--- config.mk ---
export PLATFORM = sky130hd
export DESIGN_NAME = pc_sequencer
export DESIGN_NICKNAME = d
export VERILOG_FILES = /design/src/rtl/pc_sequencer.sv
export SDC_FILE = /design/constraint.sdc
export NUM_CORES = 1
export LEC_CHECK = 0
export CAP_MARGIN = 5
export CORE_MARGIN = 5
export CORE_UTILIZATION = 30
export CTS_BUF_LIST = sky130_fd_sc_hd__clkbuf_4 sky130_fd_sc_hd__clkbuf_8 sky130_fd_sc_hd__clkbuf_16
export DETAILED_ROUTE_END_ITERATION = 8
export DONT_BUFFER_PORTS = 1
export GPL_ROUTABILITY_DRIVEN = 0
export PLACE_DENSITY_LB_ADDON = 0.15
export SLEW_MARGIN = 20
export SYNTH_ARGS = -nofsm -noshare
export SYNTH_HDL_FRONTEND = slang
export SYNTH_SLANG_ARGS = --single-unit
--- constraint.sdc ---
create_clock -name clk -period 3.07 [get_ports clk]
set_input_delay 0.7675 -clock clk [delete_from_list [all_inputs] [get_ports clk]]
set_output_delay 0.7675 -clock clk [all_outputs]
set_load 0.02 [all_outputs]
--- src/rtl/pc_sequencer.sv ---
// rtl/pc_sequencer.sv - program counter sequencer with flag-qualified branch resolution
module pc_sequencer #(
   parameter int                    ADDR_WIDTH = 12,
   parameter logic [ADDR_WIDTH-1:0] RESET_PC   = '0
) (
   input  logic                  clk,
   input  logic                  rst_n,
   output logic [ADDR_WIDTH-1:0] pc,
   output logic                  pc_valid,
   input  logic                  pc_ready,
   input  logic                  flags_we,
   input  logic [3:0]            flags_in,
   input  logic                  flags_busy,
   input  logic                  br_req,
   input  logic                  br_uncond,
   input  logic [2:0]            br_cond,
   input  logic [ADDR_WIDTH-1:0] br_target,
   output logic                  br_ack,
   output logic                  br_taken,
   output logic                  flush,
   input  logic                  halt,
   output logic                  halted
);

   localparam logic [1:0] ST_RUN        = 2'd0;
   localparam logic [1:0] ST_WAIT_FLAGS = 2'd1;
   localparam logic [1:0] ST_REDIRECT   = 2'd2;
   localparam logic [1:0] ST_HALT       = 2'd3;

   localparam logic [2:0] COND_ZERO             = 3'd0;
   localparam logic [2:0] COND_NOT_ZERO         = 3'd1;
   localparam logic [2:0] COND_POSITIVE         = 3'd2;
   localparam logic [2:0] COND_NEGATIVE         = 3'd3;
   localparam logic [2:0] COND_CARRY_SET        = 3'd4;
   localparam logic [2:0] COND_CARRY_CLEARED    = 3'd5;
   localparam logic [2:0] COND_OVERFLOW_SET     = 3'd6;
   localparam logic [2:0] COND_OVERFLOW_CLEARED = 3'd7;

   logic [1:0]            r_state;
   logic [1:0]            w_state_nxt;
   logic [ADDR_WIDTH-1:0] r_pc;
   logic [ADDR_WIDTH-1:0] w_pc_nxt;
   logic [ADDR_WIDTH-1:0] w_pc_inc;
   logic [3:0]            r_flags;
   logic [3:0]            w_eff_flags;
   logic                  w_z, w_n, w_c, w_v;
   logic                  w_cond_true;
   logic                  w_fetch;
   logic                  w_run_resolvable;
   logic                  w_resolve;
   logic                  w_take;

   // Flags written this cycle are visible to the branch immediately (bypass).
   assign w_eff_flags = flags_we ? flags_in : r_flags;
   assign w_z = w_eff_flags[3];
   assign w_n = w_eff_flags[2];
   assign w_c = w_eff_flags[1];
   assign w_v = w_eff_flags[0];

   always_comb begin
      w_cond_true = 1'b0;
      case (br_cond)
         COND_ZERO:             w_cond_true = w_z;
         COND_NOT_ZERO:         w_cond_true = !w_z;
         COND_POSITIVE:         w_cond_true = !w_n && !w_z;
         COND_NEGATIVE:         w_cond_true = w_n;
         COND_CARRY_SET:        w_cond_true = w_c;
         COND_CARRY_CLEARED:    w_cond_true = !w_c;
         COND_OVERFLOW_SET:     w_cond_true = w_v;
         COND_OVERFLOW_CLEARED: w_cond_true = !w_v;
         default:               w_cond_true = 1'b0;
      endcase
   end

   assign w_fetch          = (r_state == ST_RUN) && pc_ready;
   assign w_run_resolvable = br_req && (br_uncond || !flags_busy || flags_we);
   assign w_pc_inc         = r_pc + {{(ADDR_WIDTH-1){1'b0}}, 1'b1};

   always_comb begin
      w_resolve = 1'b0;
      case (r_state)
         ST_RUN:        w_resolve = w_run_resolvable;
         ST_WAIT_FLAGS: w_resolve = br_req && flags_we;
         default:       w_resolve = 1'b0;
      endcase
   end

   assign w_take = w_resolve && (br_uncond || w_cond_true);

   // A resolving branch outranks halt; halt is only honoured from RUN.
   always_comb begin
      w_state_nxt = r_state;
      case (r_state)
         ST_RUN: begin
            if (w_take)
               w_state_nxt = ST_REDIRECT;
            else if (w_resolve)
               w_state_nxt = ST_RUN;
            else if (halt)
               w_state_nxt = ST_HALT;
            else if (br_req)
               w_state_nxt = ST_WAIT_FLAGS;
            else
               w_state_nxt = ST_RUN;
         end
         ST_WAIT_FLAGS: begin
            if (w_take)
               w_state_nxt = ST_REDIRECT;
            else if (w_resolve)
               w_state_nxt = ST_RUN;
            else
               w_state_nxt = ST_WAIT_FLAGS;
         end
         ST_REDIRECT: w_state_nxt = ST_RUN;
         ST_HALT:     w_state_nxt = halt ? ST_HALT : ST_RUN;
         default:     w_state_nxt = ST_RUN;
      endcase
   end

   always_comb begin
      w_pc_nxt = r_pc;
      if (w_take)
         w_pc_nxt = br_target;
      else if (w_fetch)
         w_pc_nxt = w_pc_inc;
   end

   always_ff @(posedge clk or negedge rst_n) begin
      if (!rst_n) begin
         r_state <= ST_RUN;
         r_pc    <= RESET_PC;
         r_flags <= 4'b0000;
      end else begin
         r_state <= w_state_nxt;
         r_pc    <= w_pc_nxt;
         if (flags_we)
            r_flags <= flags_in;
      end
   end

   // Pulses are gated by rst_n so a branch held across reset never acks.
   assign pc       = r_pc;
   assign pc_valid = (r_state == ST_RUN);
   assign halted   = (r_state == ST_HALT);
   assign br_ack   = w_resolve && rst_n;
   assign br_taken = w_take && rst_n;
   assign flush    = w_take && rst_n;

endmodule

# ---- Yosys cells after proc, flatten, opt, wreduce, memory -nomap -nowiden
# Index checks and enable logic that the tools add are counted.
dict set report word_totals {
  reg_bits 18
  input_bits 27
  output_inout_bits 17
  wordCells 45
}
dict set report op_classes {
  addsub 1
  n_eq_ne 10
  n_mux 13
  n_reduce_logical 18
}
# op n
set ops {}
lappend ops {{$mux W12} 2}
lappend ops {{$add A12 B1 Y12 const B} 1}
lappend ops {{$eq A3 B3 Y1 const B} 4}
lappend ops {{$mux W2} 5}
lappend ops {{$pmux W1 S8} 1}
lappend ops {{$pmux W2 S4} 1}
lappend ops {{$logic_and A1 B1 Y1} 7}
lappend ops {{$eq A3 B2 Y1 const B} 2}
lappend ops {{$logic_not A1 Y1} 5}
lappend ops {{$eq A2 B2 Y1 const B} 2}
lappend ops {{$mux W4} 1}
lappend ops {{$eq A3 B1 Y1 const B} 1}
lappend ops {{$logic_not A3 Y1} 1}
lappend ops {{$logic_or A1 B1 Y1} 3}
lappend ops {{$eq A2 B1 Y1 const B} 1}
lappend ops {{$logic_not A2 Y1} 1}
lappend ops {{$mux W1} 2}
lappend ops {{$pmux W1 S2} 1}
lappend ops {{$reduce_bool A2 Y1} 1}

# ---- Logic depth before layout (Yosys ltp)
dict set report logic_depth {
  depth_word 8
  mapped_depth 7
  depth_no_buf 5
}

# ---- Least setup slack after synthesis
# OpenSTA, ideal clock, no wires.
dict set report synth_timing {
  path_type {input to output}
  from {in flags_we}
  to {out flush}
  t_arrival_ps 2093
  t_required_ps 2303
  setup_slack_ps 209
  path_stages 6
  path_buffers 2
  cell_sequence {buf_2 o21bai_1 and3_1 and2_1 o21a_1 buf_4}
}
dict set report synth_between {
  elab_chain_cells 7
  elab_cells_between_ends 14
  cone_classes {3 x mux; 11 x reduce/logical}
}
# item line
set synth_lines {}
lappend synth_lines {{start, declared} 11} ;# input logic flags_we,
lappend synth_lines {{$mux W4} --}
lappend synth_lines {{$logic_not A1 Y1, on equally long branches} {65, 64}}
lappend synth_lines {{$logic_and A1 B1 Y1} 65} ;# COND_POSITIVE: w_cond_true = !w_n && !w_z;
lappend synth_lines {{$pmux W1 S8} 62} ;# case (br_cond)
lappend synth_lines {{$logic_or A1 B1 Y1} 88} ;# assign w_take = w_resolve && (br_uncond || w_cond_true);
lappend synth_lines {{$logic_and A1 B1 Y1 *} 88}
lappend synth_lines {{$logic_and A1 B1 Y1 *} --}
lappend synth_lines {{end, declared} 20} ;# output logic flush,
# Mark *: on every way between the ends. The rest lies on a longest branch, timed or not.

# ---- Worst setup path in the final report
dict set report layout_timing {
  from {in flags_we}
  to {out br_taken}
}
dict set report layout_between {
  elab_chain_cells 7
  elab_cells_between_ends 14
  cone_classes {3 x mux; 11 x reduce/logical}
}
# item line
set layout_lines {}
lappend layout_lines {{$mux W4} --}
lappend layout_lines {{$logic_not A1 Y1, on equally long branches} {65, 64}}
lappend layout_lines {{$logic_and A1 B1 Y1} 65}
lappend layout_lines {{$pmux W1 S8} 62}
lappend layout_lines {{$logic_or A1 B1 Y1} 88}
lappend layout_lines {{$logic_and A1 B1 Y1 *} 88}
lappend layout_lines {{$logic_and A1 B1 Y1 *} 146} ;# assign br_taken = w_take && rst_n;
lappend layout_lines {{end, declared} 19} ;# output logic br_taken,
# Marked as above.

==> impl_metrics.env <==
export IMPL_outcome="completed"
export IMPL_start_util_pct=30.5
export IMPL_hold_violations=0
export IMPL_cp_cell_sequence="mux2i_1 > xnor2_1 > o311ai_2 > nor2_1 > o21a_1 > buf_4"
export IMPL_drtPass1Iterations=2
export IMPL_worst_ep_arrival_time_ps=1900
export IMPL_synth_top_flop_cell="dfrtp_1"
export IMPL_r2r_cells=5
export IMPL_synthCells=105
export IMPL_syn_area_per_cell_um2=11.5
export IMPL_wl_mm=2.57
export IMPL_netlist_area_um2=1200
export IMPL_h_tree_depth=1
export IMPL_drc=0
export IMPL_antenna_found_initial=0
export IMPL_netlist_top_cells_area="dfrtp_1 37%, mux2_4 11%, mux2_2 7.5%"
export IMPL_postCtsResizedCells=0
export IMPL_ir_drop_v=0.000395
export IMPL_period_minus_slack_ps=2670
export IMPL_cp_start_kind="primary input"
export IMPL_grt_pass1_vias=924
export IMPL_clock_path_buffers=2
export IMPL_mostFrequentLayoutCells="18 x dfrtp_1, 9 x mux2_4, 8 x mux2_2, 8 x xnor2_1, 7 x nand2_1"
export IMPL_rows=23
export IMPL_rsz0062_at_grt="no"
export IMPL_slowest_delay_ps=340
export IMPL_path_buf_inv=1
export IMPL_gr_usage_all_layers_pct=10.2
export IMPL_wl_per_cell_um=16.3
export IMPL_end_kind="output port"
export IMPL_relSlewSlack_pct=64.3
export IMPL_hp_class="in2async"
export IMPL_cts_sinks=18
export IMPL_vias_per_cell=5.07
export IMPL_clk_pin_slew_ps=70
export IMPL_n_antenna_cell=0
export IMPL_placed_area_um2=1240
export IMPL_criticalPathCategory="in2out"
export IMPL_ys_types=37
export IMPL_drive_above_1_share_pct=26.9
export IMPL_seq_area_frac_synth_pct=37.5
export IMPL_crit_required_ps=2300
export IMPL_drt_iter0_markers=20
export IMPL_clock_latency_ps=250
export IMPL_synth_top_area_share_pct=37.5
export IMPL_post_cts_setup_buffers=0
export IMPL_slew_violations=0
export IMPL_die_w_um=73.3
export IMPL_path_delay_family="compound AO/OA/AOI/OAI gates"
export IMPL_final_common_cell="dfrtp_1"
export IMPL_ys_warn_count=0
export IMPL_grt_max_degree=20
export IMPL_boundaryPins=44
export IMPL_io_buffers=0
export IMPL_area_delta_synth_final_pct=8.01
export IMPL_fin_tns_setup_ps=0
export IMPL_cts_made_buffers=3
export IMPL_async_flop_share_pct=100
export IMPL_period_share_pct=87.0
export IMPL_coreArea_um2=3940
export IMPL_setup_viol=0
export IMPL_worst_clock_skew_ps=3.71
export IMPL_synth_nets=133
export IMPL_cts_tree="yes"
export IMPL_reg2reg_slack_ps=930
export IMPL_fin_util_pct=32.9
export IMPL_synth_edf_count=0
export IMPL_cpMaxStageDelayCell="o311ai_2"
export IMPL_dieArea_um2=5370
export IMPL_fillers=406
export IMPL_vias=801
export IMPL_postRouteAntennaNets=0
export IMPL_ctsHoldBuffers=0
export IMPL_dieHeight_um=73.3
export IMPL_pwr_density_cell_nw_per_um2=926
export IMPL_fin_nets=137
export IMPL_final_area_um2=1300
export IMPL_ys_ff_latch=18
export IMPL_worstReg2RegEnd="pc[4]$_DFFE_PN0P_"
export IMPL_fmax_mhz=374
export IMPL_cts_root_buf="clkbuf_8"
export IMPL_worst_pin_slew_ps=535
export IMPL_grt_pass1_wl_mm=4.24
export IMPL_r2r_start="r_flags[2]$_DFF_PN0_"
export IMPL_worstPathMaxFanout=11
export IMPL_leakage_nw=0.522
export IMPL_overflow=0
export IMPL_drv_cap=0
export IMPL_yosys_area_top_type="dfrtp_1"
[sequential cells by signal, indices dropped and copies added, names as in the netlist]
name     count
r_state      2
r_flags      4
pc          12
[synthesized netlist by cell type (2+ instances only)]
library cell,n
or3_1,2
nor2_1,5
dfrtp_1,18
mux2_2,8
mux2_4,9
nand4_1,3
inv_1,2
mux2i_1,4
nand2_1,7
xnor2_1,8
nand2b_1,2
nor3_1,2
nand3_1,4
nor4_1,2
a211oi_1,2
xor2_1,4
and2_1,2
nor3b_1,2
[routing by layer]
metal,wire [µm],global-route usage (%)
met4,17,3.02
met2,1300,18.4
met3,265,4.38
met5,0,0
met1,993,10.6
[cell type report]
class,instances,area [µm²],share of cell area (%)
Sequential cell,18,450,34.7
Timing Repair Buffer,3,22.5,1.73
Inverter,2,7.51,0.578
Clock buffer,4,55.1,4.24
Multi-Input combinational cell,81,701,53.9
Tap cell,50,62.6,4.82
[logic make-up (layout without fill, tap and decap cells)]
family	Yosys count	count (layout)	share of synthesized area, %
compound gates	10	10	9.57
xor+xnor	12	12	8.74
fa+ha+maj	1	1	1.04
buf+inv	6	9	4.27
flops	18	18	37.5
mux	21	21	22.1
simple gates	37	37	16.9
[stage by stage]
stage	setup slack (ps)	hold WS (ps)	power, mW	instances
floorplan	209	472	0.939	105
global placement	393	472	1.01	154
detailed placement	369	472	1.02	154
CTS	368	193	1.23	158
global route	297	187	1.29	158
finish	399	200	1.20	158
[worst max-delay path by stage]
stage | startpoint | endpoint | slack (ps) | depth (start not counted)
after floorplan | flags_we | flush | 210 | 6
after global placement | flags_we | br_taken | 390 | 6
after detailed placement | flags_we | br_taken | 370 | 6
after CTS | flags_we | br_taken | 370 | 6
after global routing | flags_we | br_taken | 300 | 6
final | flags_we | br_taken | 400 | 6
[report_power, final]
part           switching, mW  internal, mW  leakage [nW]
clock                 0.0817         0.114        0.0288
combinational          0.174         0.251         0.282
sequential             0.246         0.336         0.211
total                  0.502         0.701         0.522
(Power assumes the default switching activity.)
